[src/rtl/sdram_frame_reader.sv]
// rtl/sdram_frame_reader.sv - burst-reads one stored frame from SDRAM and streams its pixels
//
// Purpose: issues sequential BurstLengthSDRAM-word read requests starting at
// BaseAddr, captures each burst into one of two ping-pong buffers and drains
// the buffers as a valid/ready pixel stream with line/frame end markers.
//
// Ports:
//   CLK, RST                  clock, asynchronous active-low reset
//   i_start                   one-cycle pulse, starts a frame read when idle
//   o_busy, o_done            frame in progress / one-cycle completion pulse
//   o_sdram_enable/rw/addr    one-cycle read request to the SDRAM controller
//   i_sdram_busy              controller cannot accept a request
//   i_sdram_valid_rd/data     read word strobe and data from the controller
//   o_pixel, o_valid, i_ready pixel stream handshake
//   o_line_end, o_frame_end   markers qualifying o_pixel
//   o_overrun                 sticky flag for read words arriving outside a burst
module sdram_frame_reader #(
  parameter int FrameWidth        = 640,
  parameter int FrameHeight       = 480,
  parameter int PixelBitWidth     = 16,
  parameter int AddressWidthSDRAM = 24,
  parameter int BurstLengthSDRAM  = 8,
  parameter int BaseAddr          = 0
) (
  input  logic                         CLK,
  input  logic                         RST,
  input  logic                         i_start,
  output logic                         o_busy,
  output logic                         o_done,
  output logic                         o_sdram_enable,
  output logic                         o_sdram_rw,
  output logic [AddressWidthSDRAM-1:0] o_sdram_addr,
  input  logic                         i_sdram_busy,
  input  logic                         i_sdram_valid_rd,
  input  logic [PixelBitWidth-1:0]     i_sdram_data,
  output logic [PixelBitWidth-1:0]     o_pixel,
  output logic                         o_valid,
  input  logic                         i_ready,
  output logic                         o_line_end,
  output logic                         o_frame_end,
  output logic                         o_overrun
);

  localparam int AW          = AddressWidthSDRAM;
  localparam int TotalPixels = FrameWidth * FrameHeight;
  localparam int NumBursts   = TotalPixels / BurstLengthSDRAM;
  localparam int BurstW      = (NumBursts > 1) ? $clog2(NumBursts) : 1;
  localparam int WordW       = (BurstLengthSDRAM > 1) ? $clog2(BurstLengthSDRAM) : 1;
  localparam int ColW        = (FrameWidth > 1) ? $clog2(FrameWidth) : 1;
  localparam int RowW        = (FrameHeight > 1) ? $clog2(FrameHeight) : 1;

  localparam logic [BurstW-1:0] LastBurst = BurstW'(NumBursts - 1);
  localparam logic [WordW-1:0]  LastWord  = WordW'(BurstLengthSDRAM - 1);
  localparam logic [ColW-1:0]   LastCol   = ColW'(FrameWidth - 1);
  localparam logic [RowW-1:0]   LastRow   = RowW'(FrameHeight - 1);
  localparam logic [AW-1:0]     BaseAddrW = AW'(BaseAddr);

  typedef enum logic [1:0] {
    IDLE,
    ISSUE,
    COLLECT,
    FINISH
  } state_e;

  state_e              state_q;
  logic                busy_q;
  logic                done_q;
  logic                overrun_q;
  logic [BurstW-1:0]   burst_q;
  logic [WordW-1:0]    word_q;
  logic                fill_sel_q;
  logic                drain_sel_q;
  logic [1:0]          full_q;
  logic [WordW-1:0]    rd_idx_q;
  logic [ColW-1:0]     col_q;
  logic [RowW-1:0]     row_q;

  logic [PixelBitWidth-1:0] pix_mem [2][BurstLengthSDRAM];

  logic          req_fire;
  logic          capture;
  logic          drain_full;
  logic          handshake;
  logic          last_pixel;
  logic [AW-1:0] req_addr;

  // The request is combinational on the controller's busy so that it goes out
  // in the very cycle the controller frees up; the address wraps naturally.
  assign req_fire   = (state_q == ISSUE) && !i_sdram_busy && !full_q[fill_sel_q];
  assign capture    = (state_q == COLLECT) && i_sdram_valid_rd;
  assign drain_full = full_q[drain_sel_q];
  assign handshake  = drain_full && i_ready;
  assign last_pixel = (col_q == LastCol) && (row_q == LastRow);
  assign req_addr   = BaseAddrW + AW'(burst_q) * AW'(BurstLengthSDRAM);

  assign o_busy         = busy_q;
  assign o_done         = done_q;
  assign o_overrun      = overrun_q;
  assign o_sdram_enable = req_fire;
  assign o_sdram_rw     = req_fire;
  assign o_sdram_addr   = req_fire ? req_addr : '0;
  assign o_valid        = drain_full;
  assign o_pixel        = drain_full ? pix_mem[drain_sel_q][rd_idx_q] : '0;
  assign o_line_end     = drain_full && (col_q == LastCol);
  assign o_frame_end    = drain_full && last_pixel;

  always_ff @(posedge CLK) begin
    if (capture) begin
      pix_mem[fill_sel_q][word_q] <= i_sdram_data;
    end
  end

  always_ff @(posedge CLK or negedge RST) begin
    if (!RST) begin
      state_q     <= IDLE;
      busy_q      <= 1'b0;
      done_q      <= 1'b0;
      overrun_q   <= 1'b0;
      burst_q     <= '0;
      word_q      <= '0;
      fill_sel_q  <= 1'b0;
      drain_sel_q <= 1'b0;
      full_q      <= '0;
      rd_idx_q    <= '0;
      col_q       <= '0;
      row_q       <= '0;
    end else begin
      done_q <= 1'b0;

      if (i_sdram_valid_rd && (state_q != COLLECT)) begin
        overrun_q <= 1'b1;
      end

      // Drain side runs independently of the request FSM; the fill side only
      // ever touches the other buffer, so both full-flag updates can land together.
      if (handshake) begin
        if (rd_idx_q == LastWord) begin
          rd_idx_q            <= '0;
          full_q[drain_sel_q] <= 1'b0;
          drain_sel_q         <= !drain_sel_q;
        end else begin
          rd_idx_q <= rd_idx_q + WordW'(1);
        end
        if (col_q == LastCol) begin
          col_q <= '0;
          row_q <= (row_q == LastRow) ? '0 : row_q + RowW'(1);
        end else begin
          col_q <= col_q + ColW'(1);
        end
      end

      case (state_q)
        IDLE: begin
          if (i_start) begin
            state_q     <= ISSUE;
            busy_q      <= 1'b1;
            overrun_q   <= 1'b0;
            burst_q     <= '0;
            word_q      <= '0;
            fill_sel_q  <= 1'b0;
            drain_sel_q <= 1'b0;
            full_q      <= '0;
            rd_idx_q    <= '0;
            col_q       <= '0;
            row_q       <= '0;
          end
        end
        ISSUE: begin
          if (req_fire) begin
            state_q <= COLLECT;
          end
        end
        COLLECT: begin
          if (i_sdram_valid_rd) begin
            if (word_q == LastWord) begin
              word_q             <= '0;
              full_q[fill_sel_q] <= 1'b1;
              fill_sel_q         <= !fill_sel_q;
              burst_q            <= burst_q + BurstW'(1);
              state_q            <= (burst_q == LastBurst) ? FINISH : ISSUE;
            end else begin
              word_q <= word_q + WordW'(1);
            end
          end
        end
        FINISH: begin
          if (handshake && last_pixel) begin
            done_q  <= 1'b1;
            busy_q  <= 1'b0;
            state_q <= IDLE;
          end
        end
        default: state_q <= IDLE;
      endcase
    end
  end

endmodule

[config.mk]
export PLATFORM = sky130hd
export DESIGN_NAME = sdram_frame_reader
export DESIGN_NICKNAME = d
export VERILOG_FILES = /design/src/rtl/sdram_frame_reader.sv
export SDC_FILE = /design/constraint.sdc
export NUM_CORES = 1
export LEC_CHECK = 0
export ABC_AREA = 1
export ABC_CLOCK_PERIOD_IN_PS = 2700
export CORE_UTILIZATION = 30
export CTS_BUF_LIST = sky130_fd_sc_hd__clkbuf_8 sky130_fd_sc_hd__clkbuf_16
export CTS_CLUSTER_DIAMETER = 50
export DETAILED_ROUTE_END_ITERATION = 8
export GPL_TIMING_DRIVEN = 0
export PLACE_DENSITY = 0.59
export SLEW_MARGIN = 0
export SYNTH_ARGS = -nofsm -noshare
export SYNTH_HDL_FRONTEND = slang
export SYNTH_SLANG_ARGS = --single-unit
[constraint.sdc]
create_clock -name CLK -period 2.7 [get_ports CLK]
set_input_delay 0.405 -clock CLK [delete_from_list [all_inputs] [get_ports CLK]]
set_output_delay 0.405 -clock CLK [all_outputs]
set_load 0.05 [all_outputs]
==> results list, run 1 <==
- Count of vias placed by the detailed router: approximately 10000
- Post-Synthesis Cell Area: 0.0135 mm²
* Top cell type by total area after synthesis: sky130_fd_sc_hd__edfxtp_1
- Global routing's busiest layer: met2
* Required arrival time at the worst endpoint: about 2.3 ns
* TritonCTS clock tree: built
- Std-Cell Rows: 77
- Placed instance area: about 0.015 mm²
* Number of library cell types mapped by synthesis: 38
* Worst-case register-to-register setup slack: roughly 0.080 ns
- In this run the critical register-to-register path is captured at pix_mem[0][4].
* Count of pins on the block boundary: 70
* Aggregate global-route resource usage: 0.171
- For this design the ratio of total power to cell area is ~620 mW/mm².
- Met1 track demand over resource in global routing: 0.232
* Setup repair after global routing missed its margin: yes
- For met2 alone, demand over resource in global routing was 0.273.
- In the final design database the tool counted approximately 1500 nets.
- CTS saw 306 sinks.
- Logic depth of the worst register-to-register path: 7
- Die X: 214 µm
- For this design the static power due to leakage is between 6 and 7 nW.
* Minimum clock period: ~2.7 ns
* YS warnings: 0
* Total negative slack for setup checks: 0 ns
* Max-cap violations: 0
- In this run the remaining antenna-violating nets after routing total 0.
- After global routing the overflow that remains totals 0.
- Of the total power, combinational logic draws 0.086.
- Height of the die: ~210 µm
- Port buffering added 61 buffers.
- Clock network power share: 0.412
* Post-synth top cells: sky130_fd_sc_hd__nand2_1 (323), sky130_fd_sc_hd__edfxtp_1 (256), sky130_fd_sc_hd__nor2_1 (199)
* Number of H-tree levels: 2
- Final HPWL from detailed placement: around 27 mm
- The worst register-to-register path begins at state_q[1].
* Drt first pass iters: 5
* Portion of synthesized cell area occupied by the leading cell type: 0.569
- Slew at the pin closest to its max-slew limit: 0.998 ns
* Outcome: finished clean
* Insertion delay to the later sink of the worst-skew pair: between 0.5 and 0.6 ns
* Switching part of the total: 0.245
- The finished layout holds approximately 2100 standard cells, fillers aside.
- Routability-driven placement finished with a final weighted congestion of approximately 0.90.
* Power consumption: about 11 mW
* Peak supply drop: 0.422 mV
- Detailed-route DRC error count: 0
* Kind of critical path: reg2out
- Final setup violating endpoints: 0
- Synthesis handed over a netlist of approximately 1300 instances.
- Hold is met by approximately 0.34 ns.
- Sequential Power Share: 0.502
- STA classifies the critical path startpoint as a register.
- Largest net degree at the start of global routing: 37
* Arrival time of the worst setup path: 2.25 ns
- The path class of the tightest hold or removal check is in2async.
- Measured against its own limit, the worst slew margin works out to 0.333.
- The final layout contains routed wiring with a total length of 39.8 mm.
- The synthesized design contains just over 300 register bits.
- Post-synthesis sequential area ratio: 0.662
* Post-route fraction of the period consumed by the critical path: 0.982
- Fraction of registers with async set or reset after synthesis: 0.163
* Number of global-route vias before repair: just under 10000
- For this run, global-route usage on met3 was measured as 0.0298.
- Maximum buffer depth of the clock tree: 3
- The die covers approximately 0.046 mm².
- The initial utilization of the core area, before any placement, comes to 0.305.
- Core Area: around 0.044 mm²
* Area growth syn-to-layout: 25.8%
* Area of all placed cells without fillers: around 0.017 mm²
- STA classifies the critical path endpoint as an output pin.
- The internal portion of the total power is 7.93 mW.
- The number of antenna violations at the first check in global routing came to 0.
* Number of enable flip-flop cells after synthesis: between 200 and 300
- The repair_antennas step left the layout with diodes totalling 0.
- Clock tree skew after final layout: about 0.016 ns
- The max-slew violation count was 0.
- Psw: 2.58 mW
* Maximum clock frequency: roughly 380 MHz
- Final hold violation count: 0
- First-pass GRT wire length: ~59 mm
- DRC violation total after the first TritonRoute iteration: 914
* Critical path fanouts, max: 10
- Of the cells placed in the final design, the portion with a size suffix greater than 1 is 0.185.
* Total clock buffers created by CTS: 35
- Routed len/inst: between 15 and 20 µm
* Ratio of routed vias to standard cells: 4.84
- Dpl cells: just over 2000
- The most used flip-flop cell after synthesis is sky130_fd_sc_hd__edfxtp_1.
- Leading cell type by number of instances after synthesis: sky130_fd_sc_hd__nand2_1
- Clock-pin slew of the registers on the worst-case setup and hold paths: 0.06 ns
* Mean post-synth cell area: 10.1 µm²
- CTS Root Cell: sky130_fd_sc_hd__clkbuf_16
- Most area-consuming cells after synthesis: sky130_fd_sc_hd__edfxtp_1 (57%), sky130_fd_sc_hd__dfrtp_1 (9.3%), sky130_fd_sc_hd__nand2_1 (9.0%)
[metrics by stage]
step                worst slack [ns]   util
global route                 -0.0631  0.383
detailed placement            -0.693  0.342
finish                        0.0495  0.383
global placement               -1.44  0.336
floorplan                     0.0695      -
CTS                          -0.0497  0.372
[cell type report]
type / count / area (µm²)
Fill cell: 4313 / 27300
Sequential cell: 306 / 8940
Multi-Input combinational cell: 871 / 4420
Clock buffer: 37 / 926
Timing Repair Buffer: 85 / 841
Tap cell: 592 / 741
Buffer: 69 / 624
Inverter: 100 / 389
Clock inverter: 22 / 111
[cell usage in the layout, fill, tap and decap left out, types with 18 or more instances in the layout]
master and count:
sky130_fd_sc_hd__o21ai_0 90, sky130_fd_sc_hd__clkbuf_16 39, sky130_fd_sc_hd__nor2_1 196, sky130_fd_sc_hd__buf_4 28
sky130_fd_sc_hd__inv_1 106, sky130_fd_sc_hd__edfxtp_1 256, sky130_fd_sc_hd__buf_6 43, sky130_fd_sc_hd__nand4_1 18
sky130_fd_sc_hd__nand3_2 46, sky130_fd_sc_hd__nand2_1 321, sky130_fd_sc_hd__clkdlybuf4s50_1 23, sky130_fd_sc_hd__dfrtp_1 48
sky130_fd_sc_hd__nand3_1 92
[how the worst max path moves through the flow]
stage / from / end / slack [ns]
global placement: i_sdram_valid_rd / pix_mem[1][48] / -1.44
floorplan: state_q[1] / o_sdram_addr[10] / 0.07
finish: rd_idx_q[1] / o_pixel[13] / 0.05
CTS: drain_sel_q / o_pixel[0] / -0.05
detailed placement: rd_idx_q[0] / o_pixel[12] / -0.69
global route: state_q[1] / pix_mem[1][109] / -0.06
[flip-flops by register name, indices dropped and copies added (netlist names)]
name and cells:
state_q 2, col_q 10, pix_mem 256, full_q 2, rd_idx_q 3, drain_sel_q 1, o_overrun 1, o_busy 1
word_q 3, burst_q 16, row_q 9, fill_sel_q 1, o_done 1
[worst max-delay path, stage by stage, from the launching register on]
cell	delay [ns]
sky130_fd_sc_hd__dfrtp_2	0.50
sky130_fd_sc_hd__inv_1	0.24
sky130_fd_sc_hd__buf_2	0.35
sky130_fd_sc_hd__nand3_1	0.22
sky130_fd_sc_hd__nand3_2	0.16
sky130_fd_sc_hd__a21oi_4	0.09
sky130_fd_sc_hd__buf_6	0.16
[per-layer routing]
metal / share of wire / wire, µm / vias up
met4: 0.036 / 1440 / 0
met3: 0.072 / 2870 / 73
met1: 0.43 / 17200 / 4835
li1: - / - / 4778
met2: 0.46 / 18300 / 396
met5: 0 / 0 / -
[power groups by stage]
stage	Clock, mW	Combinational, mW	Sequential [mW]
2_1_floorplan	0	0.497	5.39
3_3_place_gp	0	0.844	5.38
3_5_place_dp	0	0.877	5.37
4_1_cts	4.41	0.885	5.28
5_1_grt	4.59	1.01	5.29
6_report	4.33	0.904	5.28
[logic make-up after synthesis]
kind of cell               after synthesis  share of synthesized area
xor gates and xnor gates                 3                    0.00195
adders and majority gates                7                    0.00648
AOI/OAI and AO/OA                      128                     0.0482
buffers and inverters                  171                     0.0547
and+or+nand+nor                        725                      0.227
other                                    1                   0.000278
DFF                                    306                      0.662
[timing repair]
item,4_1_cts,5_1_grt
pin swaps,11,33
setup endpoints to repair,36,62
resized for setup,288,134
hold endpoints to repair,14,0
buffers inserted,0,1
hold buffers,1,0
cloned,0,2
Power figures use the tool's default switching activity.
==> inputs of run 2 (changes only) <==
Settings changed: CORE_MARGIN set to 5.
==> run 2 against run 1 <==
Net effect:
- non-clock buffer count grew 3
- sequential cell count is the same
- utilization grew 0.66 points
- critical endpoint is now o_pixel[11]
- fmax shrank 1.0%
- die area grew 7.6%
- total power grew 5.0%
- largest power group unchanged
- wire length grew 0.81%
- largest cell class unchanged
- setup slack lost 0.027 ns
- via count grew 1.4%
- global-route usage shrank 1.5 points
==> results list, run 2 (synthesized netlist as in run 1, its figures left out) <==
- Kind of critical path: reg2out
* Largest net degree at the start of global routing: 36
- Critical path fanouts, max: 6
* CTS Root Cell: sky130_fd_sc_hd__clkbuf_16
- Setup repair after global routing missed its margin: yes
- For the worst setup path, the data arrival time is 2.27 ns.
* Total clock buffers created by CTS: 35
- Antenna violations before repair: 0
- Std-Cell Rows: 77
* Detailed route wirelength on metal3: around 3.3 mm
- Number of antenna cells inserted: 0
- Logic depth of the worst setup path including buffers: 11
- The run finished with clean final reports.
- Power consumption: approximately 11 mW
* Height of the die: 222 µm
* Chain of cells forming the critical path: buf_6 > inv_8 > clkbuf_16 > buf_12 > buf_12 > nand2_1 > nand3_2 > nand3_2 > nand3_4 > a21oi_4 > buf_6
- For this run, the share of the core covered by cells in the final layout is 0.390.
- Routability-driven placement finished with a final weighted congestion of 0.876.
- Core Area: ~0.044 mm²
- Most frequent standard cell in the layout excluding fill and tap cells: sky130_fd_sc_hd__nand2_1
* Cell type group with the largest total delay on the critical path: buffers and inverters
- Measured against its own limit, the worst slew margin works out to 0.310.
- Setup violations remaining at the end of the flow were counted as 0.
- Count of pins on the block boundary: 70
* Final HPWL from detailed placement: between 20 and 30 mm
* Type of element capturing the critical path: output pin
- Static timing analysis puts the maximum clock frequency at 373 MHz.
- Clock tree skew after final layout: about 0.016 ns
- Max layer used: met4
* Wire length on met2: 18.4 mm
- Leakage power of the design: 6.72 nW
- Fin. max-slew vios: 0
* Post-layout nets: 1500
- Routed len/inst: ~19 µm
- The worst path in the final design needs a cycle of 2.68 ns, including I/O delays and setup.
- In this run the critical register-to-register path is launched from state_q[1].
- In this run the cell area measured after placement is roughly 0.015 mm².
- Summing all flip-flop and latch instances after layout gives just under 0.009 mm².
- The slowest stage of the critical path is the sky130_fd_sc_hd__dfrtp_1 cell.
* Congestion Overflow GR: 0
* DRC violation total after the first TritonRoute iteration: ~920
- Terminus of the critical flop-to-flop path: pix_mem[1][73]
- Worst min-delay path class: in2async
- Required arrival time at the worst endpoint: roughly 2.3 ns
- Register ranked first by flip-flop count: pix_mem
- Number of global-route vias before repair: 9808
- Total routed wirelength: approximately 40 mm
- Area growth syn-to-layout: 28.2%
- VDD sags by at most around 0.36 mV.
- The number of endpoints with negative hold slack in the final report is 0.
- Count of buffers from port buffering: 61
- Length of routed wiring on met1: ~17 mm
- # fillers: between 4000 and 5000
- Max-cap violations: 0
- First-pass GRT wire length: ~59 mm
- Area of all placed cells without fillers: 0.0173 mm²
- CP bufs+invs: 6
- In the finished design, the share of the clock period the worst path needs comes to 0.992.
- The die covers ~0.049 mm².
- Area of the multi-input gates: between 0.004 and 0.005 mm²
- For this design the ratio of total power to cell area is ~640 mW/mm².
- Counting every sink on the clock net gives 306.
* Highest cell delay on the worst timing path: around 0.34 ns
- Worst-case register-to-register setup slack: about 0.03 ns
- The pre-antenna-repair detailed-routing pass consisted of 5 iterations.
- TritonCTS built the clock tree.
* Insertion delay to the later sink of the worst-skew pair: between 0.5 and 0.6 ns
* Slew at the pin closest to its max-slew limit: around 1 ns
* Number of H-tree levels: 2
* Proportion of layout cells with a drive suffix above 1: 0.198
* Aggregate global-route resource usage: 0.156
- Highest-count cells in the layout ignoring fill and taps: sky130_fd_sc_hd__nand2_1 (317), sky130_fd_sc_hd__edfxtp_1 (256), sky130_fd_sc_hd__nor2_1 (197)
* Detailed-route DRC error count: 0
- Initial core utilization: 0.304
- Logic depth of the worst register-to-register path: 7
* Clock-pin slew of the registers on the worst-case setup and hold paths: 0.06 ns
- Largest registers: pix_mem (256), burst_q (16), col_q (10)
- The worst setup path is launched from a register.
- Ratio of routed vias to standard cells: 4.91
* Number of nets with antenna violations after detailed routing: 0
- Count of vias placed by the detailed router: a little over 10000
- In this run the horizontal extent of the chip is 222 µm.
- Maximum buffer depth of the clock tree: 3
- The register with the most flip-flops in the layout has 256 of them.
run 2: changes by cell type in the layout (fill, tap and decap cells not counted), moves of 4 or more:
| cell | previous run | this run |
|---|---|---|
| sky130_fd_sc_hd__o21ai_0 | 90 | 81 |
| sky130_fd_sc_hd__buf_8 | 2 | 9 |
| sky130_fd_sc_hd__o21ai_1 | 2 | 9 |
| sky130_fd_sc_hd__clkbuf_2 | 12 | 6 |
| sky130_fd_sc_hd__bufinv_16 | 0 | 5 |
| sky130_fd_sc_hd__clkdlybuf4s15_2 | 0 | 5 |
| sky130_fd_sc_hd__inv_1 | 106 | 101 |
| sky130_fd_sc_hd__nand3_1 | 92 | 87 |
| sky130_fd_sc_hd__nand2_1 | 321 | 317 |
| sky130_fd_sc_hd__nand3_2 | 46 | 50 |
run 2: per-stage QoR:
stage	setup slack [ns]	setup TNS [ns]	instances	hold slack (ns)
global placement	-1.41	-302.29	2001	0.486
finish	0.0221	0	2084	0.343
floorplan	0.0695	0	1348	0.109
detailed placement	-0.678	-14.43	2021	0.357
global route	-0.121	-2.57	2084	0.367
CTS	-0.0298	-0.128	2079	0.339
run 2: worst max-delay path by stage:
stage / startpoint / to
after floorplan: state_q[1] / o_sdram_addr[10]
after global placement: i_sdram_valid_rd / pix_mem[1][47]
after detailed placement: rd_idx_q[0] / o_pixel[12]
after CTS: drain_sel_q / o_pixel[12]
after global routing: state_q[1] / pix_mem[1][73]
final: drain_sel_q / o_pixel[11]
run 2: layer usage:
layer	up-vias	global-route usage
met5	-	0
met4	0	0.0509
met3	73	0.0290
met2	467	0.249
met1	4913	0.216
li1	4773	-
run 2: cell type report:
cell class                 count  share of cell area
multi-input combinational    871               0.259
clock buffer                  38              0.0542
buffer                        69              0.0376
tap                          592              0.0428
timing repair buffer          88              0.0549
sequential                   306               0.516
inverter                     100              0.0226
clock inverter                20              0.0131
run 2: power by group:
part	total, mW	internal [mW]	switching (mW)
Combinational	0.908	0.245	0.663
Clock	4.85	2.97	1.88
Sequential	5.28	5.22	0.0581
Total	11.0	8.44	2.60
run 2: repair_timing:
action / in CTS / in global routing
cloned: 0 / 3
setup endpoints to repair: 36 / 59
hold buffers: 1 / 0
pin swaps: 17 / 38
endpoints found under the hold margin: 15 / 0
gates resized for setup: 315 / 141
buffers inserted: 1 / 2
